`src/rtl/uart_pkg.sv`:
```
// Shared definitions for the BPSK UART link: FSM states, line levels, frame sizes and parity.
package uart_pkg;

  typedef enum logic [2:0] {
    IDLE,
    START,
    DATA,
    PARITY,
    STOP
  } uart_state_t;

  localparam logic UART_START_LVL = 1'b1;
  localparam logic UART_IDLE_LVL  = 1'b0;
  localparam logic UART_STOP_LVL  = 1'b0;

  localparam int UART_DATA_BITS  = 8;
  localparam int UART_FRAME_BITS = 11;

  // Odd parity: data ones plus this bit always total an odd count.
  function automatic logic uart_parity(input logic [UART_DATA_BITS-1:0] word);
    return ~^word;
  endfunction

endpackage

```
`src/rtl/uart_ser_fifo.sv`:
```
// Circular word FIFO for the UART serializer; used only when UART_SER_FIFO_EN is defined.
module uart_ser_fifo #(
  parameter int DEPTH = 4,
  parameter int WIDTH = 8
) (
  input  logic             clk,
  input  logic             rst_n,
  input  logic             push,
  input  logic [WIDTH-1:0] push_data,
  input  logic             pop,
  output logic [WIDTH-1:0] pop_data,
  output logic             full,
  output logic             empty
);

  localparam int AW = $clog2(DEPTH);

  logic [AW:0]      wr_ptr;
  logic [AW:0]      rd_ptr;
  logic [WIDTH-1:0] mem [DEPTH];
  logic             do_push;
  logic             do_pop;

  // The extra pointer MSB separates full (MSBs differ) from empty (MSBs equal).
  assign empty    = (wr_ptr == rd_ptr);
  assign full     = (wr_ptr[AW] != rd_ptr[AW]) && (wr_ptr[AW-1:0] == rd_ptr[AW-1:0]);
  assign do_pop   = pop && !empty;
  assign do_push  = push && (!full || do_pop);
  assign pop_data = mem[rd_ptr[AW-1:0]];

  always_ff @(posedge clk) begin
    if (!rst_n) begin
      wr_ptr <= '0;
      rd_ptr <= '0;
    end else begin
      if (do_push) wr_ptr <= wr_ptr + (AW+1)'(1);
      if (do_pop)  rd_ptr <= rd_ptr + (AW+1)'(1);
    end
  end

  // NOTE: storage is left out of reset; the pointers alone decide what is valid.
  always_ff @(posedge clk) begin
    if (do_push) mem[wr_ptr[AW-1:0]] <= push_data;
  end

endmodule

```
`src/rtl/uart_serialize.sv`:
```
// UART transmit serializer: 11-bit frames (start, d0..d7, odd parity, stop) from a buffered word stream.
// Define UART_SER_FIFO_EN for a FIFO_DEPTH-entry FIFO; otherwise a single holding register buffers one word.
module uart_serialize
  import uart_pkg::*;
#(
  parameter int FIFO_DEPTH = 4
) (
  input  logic       clk_baud,
  input  logic       rst_n,
  input  logic [7:0] word_in,
  input  logic       word_valid,
  output logic       word_ready,
  output logic       uart_stream,
  output logic       busy,
  output logic       frame_done
);

  if (FIFO_DEPTH < 2 || (FIFO_DEPTH & (FIFO_DEPTH - 1)) != 0) begin : g_bad_depth
    $error("uart_serialize: FIFO_DEPTH must be a power of 2 and at least 2");
  end

  uart_state_t               state;
  logic [UART_DATA_BITS-1:0] shift;
  logic                      par;
  logic [2:0]                cnt;
  logic                      ready_en;

  logic                      push;
  logic                      pop;
  logic                      buf_empty;
  logic                      buf_full;
  logic [UART_DATA_BITS-1:0] buf_data;

  // ready_en keeps word_ready low for the first cycle after reset release.
  assign word_ready = ready_en && !buf_full;
  assign push       = word_valid && word_ready;
  assign pop        = ((state == IDLE) || (state == STOP)) && !buf_empty;
  assign busy       = (state != IDLE) || !buf_empty;

`ifdef UART_SER_FIFO_EN
  uart_ser_fifo #(
    .DEPTH (FIFO_DEPTH),
    .WIDTH (UART_DATA_BITS)
  ) u_fifo (
    .clk       (clk_baud),
    .rst_n     (rst_n),
    .push      (push),
    .push_data (word_in),
    .pop       (pop),
    .pop_data  (buf_data),
    .full      (buf_full),
    .empty     (buf_empty)
  );
`else
  logic                      hold_valid;
  logic [UART_DATA_BITS-1:0] hold_data;

  assign buf_empty = !hold_valid;
  assign buf_full  = hold_valid;
  assign buf_data  = hold_data;

  always_ff @(posedge clk_baud) begin
    if (!rst_n)    hold_valid <= 1'b0;
    else if (push) hold_valid <= 1'b1;
    else if (pop)  hold_valid <= 1'b0;
  end

  always_ff @(posedge clk_baud) begin
    if (push) hold_data <= word_in;
  end
`endif

  // Each state's line level is registered on the edge that enters it, so
  // uart_stream always shows the bit of the current state.
  // NOTE: all state here uses <= so every branch sees pre-edge values.
  always_ff @(posedge clk_baud) begin
    if (!rst_n) begin
      state       <= IDLE;
      uart_stream <= UART_IDLE_LVL;
      frame_done  <= 1'b0;
      ready_en    <= 1'b0;
      cnt         <= '0;
      shift       <= '0;
      par         <= 1'b0;
    end else begin
      ready_en   <= 1'b1;
      frame_done <= 1'b0;
      case (state)
        IDLE, STOP: begin
          if (pop) begin
            shift       <= buf_data;
            par         <= uart_parity(buf_data);
            state       <= START;
            uart_stream <= UART_START_LVL;
          end else begin
            state       <= IDLE;
            uart_stream <= UART_IDLE_LVL;
          end
        end
        START: begin
          state       <= DATA;
          cnt         <= '0;
          uart_stream <= shift[0];
        end
        DATA: begin
          if (cnt == 3'd7) begin
            state       <= PARITY;
            uart_stream <= par;
          end else begin
            cnt         <= cnt + 3'd1;
            uart_stream <= shift[cnt + 3'd1];
          end
        end
        PARITY: begin
          state       <= STOP;
          uart_stream <= UART_STOP_LVL;
          frame_done  <= 1'b1;
        end
        default: begin
          state       <= IDLE;
          uart_stream <= UART_IDLE_LVL;
        end
      endcase
    end
  end

endmodule

```
`config.mk`:
```
export PLATFORM = sky130hd
export DESIGN_NAME = uart_serialize
export DESIGN_NICKNAME = d
export VERILOG_FILES = /design/src/rtl/uart_pkg.sv /design/src/rtl/uart_ser_fifo.sv /design/src/rtl/uart_serialize.sv
export SDC_FILE = /design/constraint.sdc
export NUM_CORES = 1
export LEC_CHECK = 0
export CORE_UTILIZATION = 40
export CTS_CLUSTER_DIAMETER = 200
export DETAILED_ROUTE_END_ITERATION = 8
export HOLD_SLACK_MARGIN = 0.06
export PLACE_DENSITY = 0.62
export SETUP_SLACK_MARGIN = 0.02
export SLEW_MARGIN = 40
export SYNTH_ARGS = -nofsm -noshare
export SYNTH_HDL_FRONTEND = slang
export SYNTH_SLANG_ARGS = --single-unit
```
`constraint.sdc`:
```
create_clock -name clk_baud -period 4 [get_ports clk_baud]
set_clock_uncertainty 0.2 [all_clocks]
set_input_delay 1.2 -clock clk_baud [delete_from_list [all_inputs] [get_ports clk_baud]]
set_output_delay 1.2 -clock clk_baud [all_outputs]
set_load 0.05 [all_outputs]
```
# Yosys cells after proc, flatten, opt, wreduce, memory -nomap -nowiden
# Index checks and enable logic that the tools add are counted.
# word_totals
register_bits	27
input_bits	11
output_inout_bits	4
elab_cells	46
# op_classes
add_sub_neg	1
magnitude_cmp	1
eq_ne	7
mux	14
n_reduce_logical	14
# ops
operator	n
case mux 3 bit (4 select lines)	1
two-way mux 1 bit	8
XNOR reduction 8 bit	1
== test 3 x 2 -> 1 bit, second input constant	2
== test 3 bit, second input constant	2
two-way mux 3 bit	2
case mux 3 bit (2 select lines)	1
< comparator 3 x 4 -> 1 bit, second input constant	1
!= test 2 bit, second input constant	2
AND reduction 2 bit	2
nonzero test 2 bit	2
adder 3 x 1 -> 3 bit, second input constant	1
binary-select mux 1 bit (select 3 bit)	1
== test 3 x 1 -> 1 bit, second input constant	1
logical AND 1 bit	3
zero test 3 bit	1
case mux 1 bit (3 select lines)	1
nonzero test 3 bit	1
logical OR 1 bit	2
OR reduction 2 bit	1
zero test 1 bit	1

# Depth between registers and ports, before layout
# Gate-level depths: netlist (run 1).
# logic_depth
word_depth	5
ltp_mapped	6
depth_no_buf	6

# Worst setup path before layout (run 1)
# No wires, ideal clock.
# synth_path
path_type	flip-flop to output port
start	reg hold_valid (netlist: buf_full)
end	out word_ready
t_arrival_ns	1.046
t_required_ns	2.600
slack_ns	1.554
path_stages_with_launch	2
n_path_buf	0
cell_sequence	dfxtp_1 > nor2b_1
# synth_between
elab_chain_cells	2
# synth_rtl
item	line	source
from (decl)	uart_serialize.sv:55	logic hold_valid;
from (signal assigned)	uart_serialize.sv:63	if (!rst_n) hold_valid <= 1'b0;
from (signal assigned)	uart_serialize.sv:64	else if (push) hold_valid <= 1'b1;
from (signal assigned)	uart_serialize.sv:65	else if (pop) hold_valid <= 1'b0;
zero test 1 bit	n/a	
logical AND 1 bit	uart_serialize.sv:35	assign word_ready = ready_en && !buf_full;
to (decl)	uart_serialize.sv:12	output logic word_ready,
# Every way passes these cells.

# Worst setup path after layout (run 1)
# layout_path
start	reg state[0]
end	out busy
# layout_between
elab_chain_cells	2
# layout_rtl
item	line	source
from (decl)	uart_serialize.sv:22	uart_state_t state;
from (signal assigned)	uart_serialize.sv:78	state <= IDLE;
from (signal assigned)	uart_serialize.sv:93	state <= START;
from (signal assigned)	uart_serialize.sv:96	state <= IDLE;
nonzero test 3 bit	uart_serialize.sv:38	assign busy = (state != IDLE) || !buf_empty;
logical OR 1 bit	uart_serialize.sv:38	
to (decl)	uart_serialize.sv:14	output logic busy,
# Every way passes these cells.

==> impl_results.md, run 1 <==
* Avg Synthesized Cell Area at roughly 11 um^2
* Worst R2R Path Depth at 5
* Number of global-route vias before repair at 743
* Total core area at 2780 um^2
* Final HPWL from detailed placement at 1.31 mm
* F_max at approximately 300 MHz
* Worst EP arrival at approximately 1.9 ns
* Maximum clock insertion buffer count at 2
* Period Utilization, post-route at around 83%
* CTS Hold Buffers Added at 0
* Number of vias in the routed layout at roughly 810
* H-tree depth at 1
* Core Rows at 19
* Pleak at roughly 0.00046 uW
* Pre-Repair DR Iteration Count at 4
* Cell depth of the worst hold path at 2
* Critical Path Source Type: flop
* TNS Setup at 0 ns
* Y dimension of the die at 56.3 um
* Post-synth EDFFs at 8
* Largest net degree at the start of global routing at 21
* Transition time at the pin with the least slew margin at between 0.5 and 0.6 ns
* Critical path capture point type: primary output
* Initial core utilization at a little over two fifths
* Number of library cell types mapped by synthesis at 33
* Post-synthesis async set-or-reset flop share at 0%
* Detail Route Antenna Nets at 0
* Final Instance Count excl. Fillers at 152
* Run status: finished clean
* RSZ-0062 raised after global routing: no
* Commonest cells after routing, fill and taps aside: 20 x sky130_fd_sc_hd__nand2_1, 19 x sky130_fd_sc_hd__dfxtp_1, 14 x sky130_fd_sc_hd__clkdlybuf4s50_1, 8 x sky130_fd_sc_hd__a21boi_0, 8 x sky130_fd_sc_hd__edfxtp_1
* Setup bufs post-CTS at 0
* Total clock sinks at 27
* Clock latency on the worst-skew pair at approximately 0.33 ns
* Die outline width at around 56 um
* Max-Slew Margin vs Limit at around three fifths
* Nets in the synthesized netlist at 120
* Resized Gates After CTS at 0
* Boundary pin count at 15
* Maxcap violations at 0
* Final worst path period need at 3.32 ns
* Design Power at 481 uW
* Sequential standard cell area at slightly above 600 um^2
* Total detailed-routing wirelength at approximately 1.9 mm
* Number of port buffers at 14
* Proportion of synthesized chip area in sequential cells at between 50% and 60%
* First-pass GRT wire length at around 3.3 mm
* Initial DRC Count at 16
* Number of max-slew violations in the final report at 0
* Cells after synthesis at approximately 110
* Power density over cell area at between 300 and 400 nW/um^2
* GP Congestion at 0.735
* Leading cell type in the layout, fill and taps excluded: sky130_fd_sc_hd__nand2_1
* Cell area after technology mapping at around 1200 um^2
* Worst VDD drop at 242 uV
* Antenna diode instance count at 0
* Cts bufs inserted at 3
* Worst hold-check slack at 0.276 ns
* Total track usage at between 10% and 20%
* Placed cells at between 100 and 150
* CTS tree: done
* Yosys reg bits at 27
* CTS clock-pin slew for the worst setup and hold paths at 0.16 ns
* Worst min path class: reg2reg
* Routed wire per std cell at approximately 12 um
* Fraction of layout cells with a size suffix above 1 at roughly 7.4%
* Required time worst endpoint at 2.60 ns
* Count of synthesis-stage warnings from yosys at 0
* Remaining Overflow, GRT at 0
* Number of hold-slack violations in the final timing report at 0
* Dominant synthesized flop cell: sky130_fd_sc_hd__dfxtp_1
* Master cell of the clock root buffer: sky130_fd_sc_hd__clkbuf_4
* Antenna violations before repair at 0
* Net total in the final layout at 135
* Filler cell count at 253
* Final setup viols at 0
* Maximum fanout count along the critical path at 12
* Layout Utilization at 48.6%
* Combined area of the multi-input logic cells at ~520 um^2
* Die Outline Area at 3170 um^2
* Signed area change from the synthesized netlist to the final layout at 14.5%
* Average via count per standard cell at ~5.3
* DRC at 0
* Setup Crit Path Kind: reg2out
==> report_power, final <==
part | switching, uW | internal, uW | leakage [uW]
Clock | 85.5 | 40.8 | 0.0000183
Sequential | 7.72 | 292 | 0.000229
Combinational | 26.5 | 28.6 | 0.000214
==> logic make-up (layout without fill, tap and decap cells) <==
logic type | after synthesis | count (layout) | synth area share, %
xor gates and xnor gates | 8 | 8 | 5.94
and+or+nand+nor | 43 | 43 | 19.1
muxes | 5 | 5 | 5.51
DFF | 27 | 27 | 52.6
buffers and inverters | 4 | 18 | 3.29
adders and majority gates | 2 | 2 | 2.12
AOI/OAI and AO/OA | 18 | 18 | 11.5
==> cell type report <==
class                   count  share of cell area, %
multi-input cells          76                   38.5
well taps                  31                   2.87
clock buffers               3                   1.67
flip-flops and latches     27                   45.9
repair buffers             14                   10.4
clock inverters             1                  0.648
==> critical path: stages, from the launching register on <==
cell and delay, ns:
sky130_fd_sc_hd__dfxtp_1 0.57, sky130_fd_sc_hd__nor2_1 0.15, sky130_fd_sc_hd__nand2_1 0.08, sky130_fd_sc_hd__clkdlybuf4s50_1 0.79
==> routing by layer <==
metal,global-route usage [%],routed length [um],up-vias
li1,-,-,406
met1,16.0,875,387
met2,23.0,880,17
met3,4.84,84,2
met4,4.18,17,0
met5,0,0,-
==> registers in the layout, indices dropped and copies added, names as in the netlist <==
name and flops:
cnt 3, state 3, frame_done 1, buf_data 8, buf_full 1, par 1
ready_en 1, uart_stream 1, shift 8
==> synthesized netlist by cell type, drive strengths merged, types with 2 or more instances <==
cell type	count	area, um^2
a21boi	8	60.1
a22o	2	18.8
a22oi	3	22.5
and2	2	13.8
and4b	2	20.0
buf	2	22.5
dfxtp	19	380
edfxtp	8	240
ha	2	25.0
mux2	2	22.5
mux2i	2	20.0
nand2	20	75.1
nor2	3	11.3
nor2b	7	43.8
nor3b	3	22.5
xnor2	7	61.3
==> metrics by stage <==
| step | instance area [um^2] | setup slack [ns] |
|---|---|---|
| floorplan | 1180 | 1.55 |
| global placement | 1320 | 1.09 |
| detailed placement | 1320 | 1.06 |
| CTS | 1350 | 0.675 |
| global route | 1350 | 0.538 |
| finish | 1350 | 0.681 |
==> final timing paths <==
| kind | start | to | slack (ns) |
|---|---|---|---|
| hold / removal | shift[3] | shift[3] | 0.28 |
| setup reg to reg | cnt[0] | uart_stream | 1.96 |
| hold reg to reg | shift[3] | shift[3] | 0.28 |
| setup / recovery | state[0] | busy | 0.68 |
Power figures use the tool's default switching activity.
==> run 2, diff against run 1 <==
==> constraint.sdc (replaced) <==
create_clock -name clk_baud -period 3.48 [get_ports clk_baud]
set_clock_uncertainty 0.2 [all_clocks]
set_input_delay 1.044 -clock clk_baud [delete_from_list [all_inputs] [get_ports clk_baud]]
set_output_delay 1.044 -clock clk_baud [all_outputs]
set_load 0.05 [all_outputs]
==> run 2 against run 1 <==
Net effect: global-route usage up 0.36 points; clock-buffer cell count did not move; first-iteration DRC count up 140%; register-to-register slack worse by 0.53 ns; cell count stayed put; largest cell class unchanged; hold slack improved by 0.0040 ns; cell area stayed put; critical path depth is the same.
==> impl_results.md, run 2 (synthesis results as in run 1) <==
* CTS tree: done
* Die Outline Area at approximately 3200 um^2
* Cell area after layout at between 1000 and 1500 um^2
* Net total in the final layout at 135
* Y dimension of the die at around 56 um
* Pre-Repair DR Iteration Count at 4
* Crit-path cells: nor2_1, nand2_1, clkdlybuf4s50_1
* Placed cell area at between 1000 and 1500 um^2
* Critical path capture point type: primary output
* Number of hold-slack violations in the final timing report at 0
* Signed area change from the synthesized netlist to the final layout at 14.5%
* Number of vias in the routed layout at roughly 790
* Detail Route Antenna Nets at 0
* Period Utilization, post-route at approximately nine tenths
* Worst EP arrival at roughly 1.9 ns
* Average via count per standard cell at around 5.2
* Maximum fanout count along the critical path at 12
* Worst min path class: reg2reg
* Master cell of the clock root buffer: sky130_fd_sc_hd__clkbuf_4
* Critical Path Source Type: flop
* Total track usage at 13.9%
* Final HPWL from detailed placement at 1.33 mm
* Initial core utilization at about 42%
* Run status: finished clean
* Final setup viols at 0
* Leading cell type in the layout, fill and taps excluded: sky130_fd_sc_hd__nand2_1
* First-pass GRT wire length at around 3.4 mm
* Boundary pin count at 15
* Cts bufs inserted at 3
* Maximum clock insertion buffer count at 2
* Antenna violations before repair at 0
* Slowest cell on the critical path: sky130_fd_sc_hd__clkdlybuf4s50_1
* Final worst path period need at between 3 and 4 ns
* Commonest cells after routing, fill and taps aside: 20 x sky130_fd_sc_hd__nand2_1, 19 x sky130_fd_sc_hd__dfxtp_1, 14 x sky130_fd_sc_hd__clkdlybuf4s50_1, 8 x sky130_fd_sc_hd__a21boi_0, 8 x sky130_fd_sc_hd__edfxtp_1
* Buf+Inv Stages, Crit Path at 1
* Total clock sinks at 27
* CTS Hold Buffers Added at 0
* RSZ-0062 raised after global routing: no
* Worst VDD drop at about 370 uV
* Antenna diode instance count at 0
* Max-Slew Margin vs Limit at roughly 61%
* Resized Gates After CTS at 0
* Total core area at about 2800 um^2
* Die outline width at around 56 um
* Setup Crit Path Kind: reg2out
* GP Congestion at 0.735
* Routed wire per std cell at 12.7 um
* F_max at 314 MHz
* Fraction of layout cells with a size suffix above 1 at under 10%
* Power density over cell area at 412 nW/um^2
* Maxcap violations at 0
* Number of port buffers at 14
* Required time worst endpoint at approximately 2.2 ns
* Transition time at the pin with the least slew margin at just under 0.6 ns
* Maximum single-stage delay on the critical path at approximately 0.79 ns
* Number of max-slew violations in the final report at 0
* Setup bufs post-CTS at 0
* H-tree depth at 1
* Number of global-route vias before repair at between 700 and 800
* Cell family contributing the most delay on the critical path: buffers and inverters
* Largest net degree at the start of global routing at 21
* DRC at 0
* TNS Setup at 0 ns
* Pleak at ~0.00046 uW
* Initial DRC Count at 39
* Total detailed-routing wirelength at about 1.9 mm
* Core Rows at 19
* Clock latency on the worst-skew pair at between 0.3 and 0.4 ns
* Remaining Overflow, GRT at 0
* CTS clock-pin slew for the worst setup and hold paths at between 0.15 and 0.2 ns
[run 2: cell counts in the layout (fill, tap and decap cells not counted)]
Identical to the previous run, type by type.
[run 2: final timing paths]
check	start	depth (start not counted)	slack, ns	to
worst max-delay path	state[1]	3	0.30	busy
worst min-delay path	shift[7]	2	0.28	shift[7]
worst max register to register	cnt[0]	5	1.43	uart_stream
worst min register to register	shift[7]	2	0.28	shift[7]
[run 2: through the flow]
| step | hold slack, ns | util [%] | instances | power, uW | worst slack, ns |
|---|---|---|---|---|---|
| 2_1_floorplan | 0.240 | - | 107 | 394 | 1.19 |
| 3_3_place_gp | 0.255 | 47.5 | 148 | 415 | 0.728 |
| 3_5_place_dp | 0.263 | 47.5 | 148 | 417 | 0.692 |
| 4_1_cts | 0.284 | 48.6 | 152 | 561 | 0.305 |
| 5_1_grt | 0.307 | 48.6 | 152 | 582 | 0.169 |
| 6_report | 0.280 | 48.6 | 152 | 556 | 0.300 |
[run 2: power by group]
part	leakage, uW	internal, uW	switching, uW
logic	0.000214	32.9	30.8
clock network	0.0000183	47.0	101
registers	0.000229	336	8.97
total	0.000461	416	141
[run 2: layer usage]
layer / vias up / track usage (%) / part of all wire (%)
li1: 408 / - / -
met1: 369 / 17.2 / 47
met2: 12 / 23.3 / 48
met3: 2 / 4.84 / 3.6
met4: 0 / 3.14 / 0.99
met5: - / 0 / 0
[run 2: layout make-up]
type	instances	area [um^2]
clock buffer	3	22.5
timing repair buffer	14	140
fill	249	1430
tap	31	38.8
multi-input combinational	76	520
clock inverter	1	8.76
sequential	27	621
[run 2: worst register-to-register path, delay by kind of cell (launching register included)]
| kind | cells | cell delay [ns] |
|---|---|---|
| compound gates | 1 | 0.28 |
| fa+ha+maj | 1 | 0.41 |
| flops | 1 | 0.40 |
| mux | 1 | 0.51 |
| simple gates | 2 | 0.16 |
==> RTL change 1 (config.mk and constraints of run 1) <==
Add a define of `UART_SER_FIFO_EN`.
--- a/src/rtl/uart_serialize.sv
+++ b/src/rtl/uart_serialize.sv
@@ -1,5 +1,7 @@
 // UART transmit serializer: 11-bit frames (start, d0..d7, odd parity, stop) from a buffered word stream.
 // Define UART_SER_FIFO_EN for a FIFO_DEPTH-entry FIFO; otherwise a single holding register buffers one word.
+`define UART_SER_FIFO_EN
+
 module uart_serialize
   import uart_pkg::*;
 #(
Function: changed (Yosys sat finds a counterexample within 4 cycles, from zero or initial values and one cycle with rst_n low).
==> RTL change 1 against run 1 <==
- total power rose to 4.0 times the old value
- core utilization up 1.6 points
- final area up 110%
- area after synthesis up 100%
- wire length up 110%
- synthesized cell count up 59%
- sequential power rose to 2.6 times the old value
- sequential share of layout area up 6.0 points
- via count up 65%
- final cell count up 75%
- sequential cell count up 31
- worst setup slack worse by 0.22 ns
- critical path type unchanged
- highest routed layer unchanged
==> RTL change 1: results (changes against run 1) <==
metric,value,unit,change
final.period_utilization,88.37,%,+5.4 points
vdd_drop_max,0.0004128,V,+71%
stdcell_area,2850,sq um,+110%
crit_fanout,6,,-6
grt_pass1_vias,1335,,+80%
synthMuxAreaShare,15.32,%,+9.8 points
p_leak,0.001071,uW,+130%
vias_per_cell,5.045,,-5.6%
ys_seq_area_share,61.28,%,+8.7 points
layout-drive-gt1-share,12.89,%,+5.4 points
fillCellCount,487,,+92%
crit_start,u_fifo.wr_ptr[1]$_SDFFE_PN0P_,,
pre_cts_ws,0.8045,ns,-0.2524 ns
cts-root-buf,clkbuf_8,,
grtUsageMet1,16.31,%,+0.33 points
worstReg2RegEnd,par$_SDFFE_PN0P_,,
yosys-top-cells-area,"edfxtp_1 (40%), dfxtp_1 (22%), mux4_1 (6.5%)",,
synthAdderAreaFrac,3.623,%,+1.5 points
wl_met2,1925,um,+120%
htreeDepth,3,,+2
r2r_slack,1.70,ns,-0.26 ns
stdcell_count,266,,+75%
placed_area,2623,sq um,+99%
synth_xor_area_share,5.797,%,-0.14 points
wirelength_met1,1774,um,+100%
status,"complete, no violations",,
fin_nets,207,,+53%
clkSlewWorstSetupHoldPaths,0.06,ns,-0.10 ns
grt_pass1_wl,6265,um,+91%
holdWs,0.2870,ns,+0.01061 ns
routedWlPerCell,14.65,um,+20%
drt_iter0_drc,69,,+53
synth_compound_area_share,4.296,%,-7.2 points
use_met2,22.22,%,-0.74 points
synth_cells,170,,+59%
synthTopCellsByCount,"edfxtp_1 (32), dfxtp_1 (26), nor2_1 (21), xnor2_1 (11), mux2i_1 (10)",,
==> RTL change 1: cell types whose count changed after synthesis, sizes merged, moves of 5 or more <==
cell    change
edfxtp     +24
nor2       +18
nand2      -16
mux4        +9
a21boi      -8
mux2i       +8
dfxtp       +7
inv         +7
nor2b       -6
nor3        +6
ha          +5
==> RTL change 1: cell type report <==
type	count	share of cell area (%)
Sequential cell	58	51.98
Multi-Input combinational cell	98	30.77
Timing Repair Buffer	15	5.180
Clock buffer	10	4.829
Clock inverter	6	3.161
Tap cell	72	3.161
Inverter	7	0.9219
==> RTL change 1: cell families (layout without fill, tap and decap cells) <==
family / count (synthesis) / count (layout)
fa+ha+maj: 7 / 7
flops: 58 / 58
simple gates: 39 / 39
buf+inv: 14 / 38
compound gates: 14 / 14
mux: 22 / 22
xor+xnor: 16 / 16
==> RTL change 1: where the power goes <==
group,switching [uW],internal [uW],total [uW],leakage [uW]
sequential,83.9,703,787,0.000503
combinational,273,264,537,0.000455
clock,231,368,599,0.000112
==> RTL change 2 (config.mk and constraints of run 1) <==
Made on the original files. Re-encode `uart_state_t` (5 states) as one-hot, 5 bits wide.
--- a/src/rtl/uart_pkg.sv
+++ b/src/rtl/uart_pkg.sv
@@ -1,12 +1,12 @@
 // Shared definitions for the BPSK UART link: FSM states, line levels, frame sizes and parity.
 package uart_pkg;
 
-  typedef enum logic [2:0] {
-    IDLE,
-    START,
-    DATA,
-    PARITY,
-    STOP
+  typedef enum logic [4:0] {
+    IDLE   = 5'b00001,
+    START  = 5'b00010,
+    DATA   = 5'b00100,
+    PARITY = 5'b01000,
+    STOP   = 5'b10000
   } uart_state_t;
 
   localparam logic UART_START_LVL = 1'b1;
Formal check against the unedited RTL: same outputs for any inputs over 10 cycles, from zero or initial values and one cycle with rst_n low; not proved beyond that.
==> RTL change 2 against run 1 <==
- the run now ends with DRC left
- first-iteration DRC count stayed put
- final area is 5.6% higher
- total power is 11% higher
- area after synthesis is 3.1% higher
- wire length is 10% higher
- sequential cell count is 2 higher
- final cell count stayed put
- worst setup slack better by 0.094 ns
==> RTL change 2: results (changes against run 1) <==
metric,value,unit,change
holdCritStartpoint,par$_SDFFE_PN0P_,,
synthArstFlopShare,0,%,unchanged
cp_slowest_cell,clkdlybuf4s50_1,,
synthesis.nets,114,,-5.0%
post_cts_resized,0,,unchanged
status,"complete, but fails checks",,
min_path_type,reg2reg,,
vias,789,,-2.8%
synth_ff_type,dfxtp_1,,
grt_max_degree,15,,-29%
numCtsBuffers,5,,+2
first_pass_iters,6,,+2
drcViolationCount,2,,+2
antenna_found_initial,0,,unchanged
grtUsageTotal,15.00,%,+1.5 points
ys_warn_count,0,,unchanged
routedWlPerCell,13.49,um,+10%
synth-edff-count,8,,unchanged
clk-insertion-delay-late,0.33,ns,about the same
layout-drive-gt1-share,11.57,%,+4.1 points
yosys-top-cells-area,"dfxtp_1 (35%), edfxtp_1 (20%), mux2i_1 (7.4%)",,
crit_start,state[0]$_SDFFE_PN1P_,,
yosysUniqueCellTypes,33,,unchanged
crit_fanout,5,,-7
pre_cts_ws,1.124,ns,+0.06662 ns
fillCellCount,270,,+6.7%
violations,DRC,,
cts-root-buf,clkbuf_4,,
hpwl,1422,um,+8.2%
io_buffers,14,,unchanged
drt_iter0_drc,16,,unchanged
antenna_cells,0,,unchanged
p_leak,0.0005233,uW,+14%
vdd_drop_max,0.0002278,V,-5.8%
postCtsSetupBuffers,0,,unchanged
synthTopCellsByCount,"dfxtp_1 (21), nor2_1 (15), mux2i_1 (9), edfxtp_1 (8), xnor2_1 (7)",,
fin_nets,133,,-1.5%
cpPeakStageDelay,0.70,ns,-0.09 ns
cp.arrival,1.82,ns,-0.10 ns
grt_pass1_wl,3512,um,+7.2%
cts.path.max_buffers,2,,unchanged
ys_seq_area_share,54.32,%,+1.7 points
grt_pass1_vias,753,,+1.3%
htreeDepth,2,,+1
worstMarginPinSlew,0.5815,ns,-0.009872 ns
gr-total-overflow,0,,unchanged
clkSlewWorstSetupHoldPaths,0.09,ns,-0.07 ns
r2r_start,cnt[0]$_SDFFE_PN0P_,,
gp_congestion,0.7769,,+5.7%
RTL change 2: cell families (layout without fill, tap and decap cells):
kind of cell | count (synthesis) | in the layout | synth area share, %
compound gates | 11 | 11 | 6.687
xor+xnor | 8 | 8 | 5.762
fa+ha+maj | 2 | 2 | 2.057
buf+inv | 4 | 24 | 2.160
flops | 29 | 29 | 54.32
mux | 12 | 12 | 12.65
simple gates | 35 | 35 | 16.36
RTL change 2: worst max-delay path, delay by kind of cell (launching register included):
family / cells / cell delay, ns
buffers and inverters: 1 / 0.70
flip-flops: 1 / 0.43
AND/OR/NAND/NOR: 2 / 0.38
RTL change 2: through the flow:
step,instances,instance area [sq um]
2_1_floorplan,101,1216
6_report,152,1428
4_1_cts,152,1428
3_5_place_dp,144,1376
5_1_grt,152,1428
3_3_place_gp,144,1376
RTL change 2: worst paths after layout:
check,end,slack (ns),cells after the start
worst min-delay path,par$_SDFFE_PN0P_,0.27,2
worst max register to register,uart_stream$_SDFF_PN0_,1.90,5
worst max-delay path,busy,0.78,3
worst min register to register,par$_SDFFE_PN0P_,0.27,2
RTL change 2: final cells by class:
cell class / count / share of cell area, %
flip-flops and latches: 29 / 46.28
inverters: 2 / 0.5259
clock inverters: 2 / 0.7011
well taps: 31 / 2.717
repair buffers: 14 / 9.816
multi-input cells: 68 / 37.07
clock buffers: 6 / 2.892
RTL change 2: power breakdown:
group	total [uW]	internal, uW	switching [uW]	leakage, uW
registers	317	311	5.63	0.000245
clock network	168	66.8	101	0.0000320
logic	50.9	26.2	24.6	0.000246
RTL change 2: per-layer routing:
layer  part of all wire, %  wire length, um  GRT usage, %  vias to the layer above
met5                     0                0             0                        -
met4                   2.5               51         8.362                        0
met3                   4.4               90         6.803                        6
met2                    45              917         21.34                       13
met1                    48              991         18.90                      369
li1                      -                -             -                      401
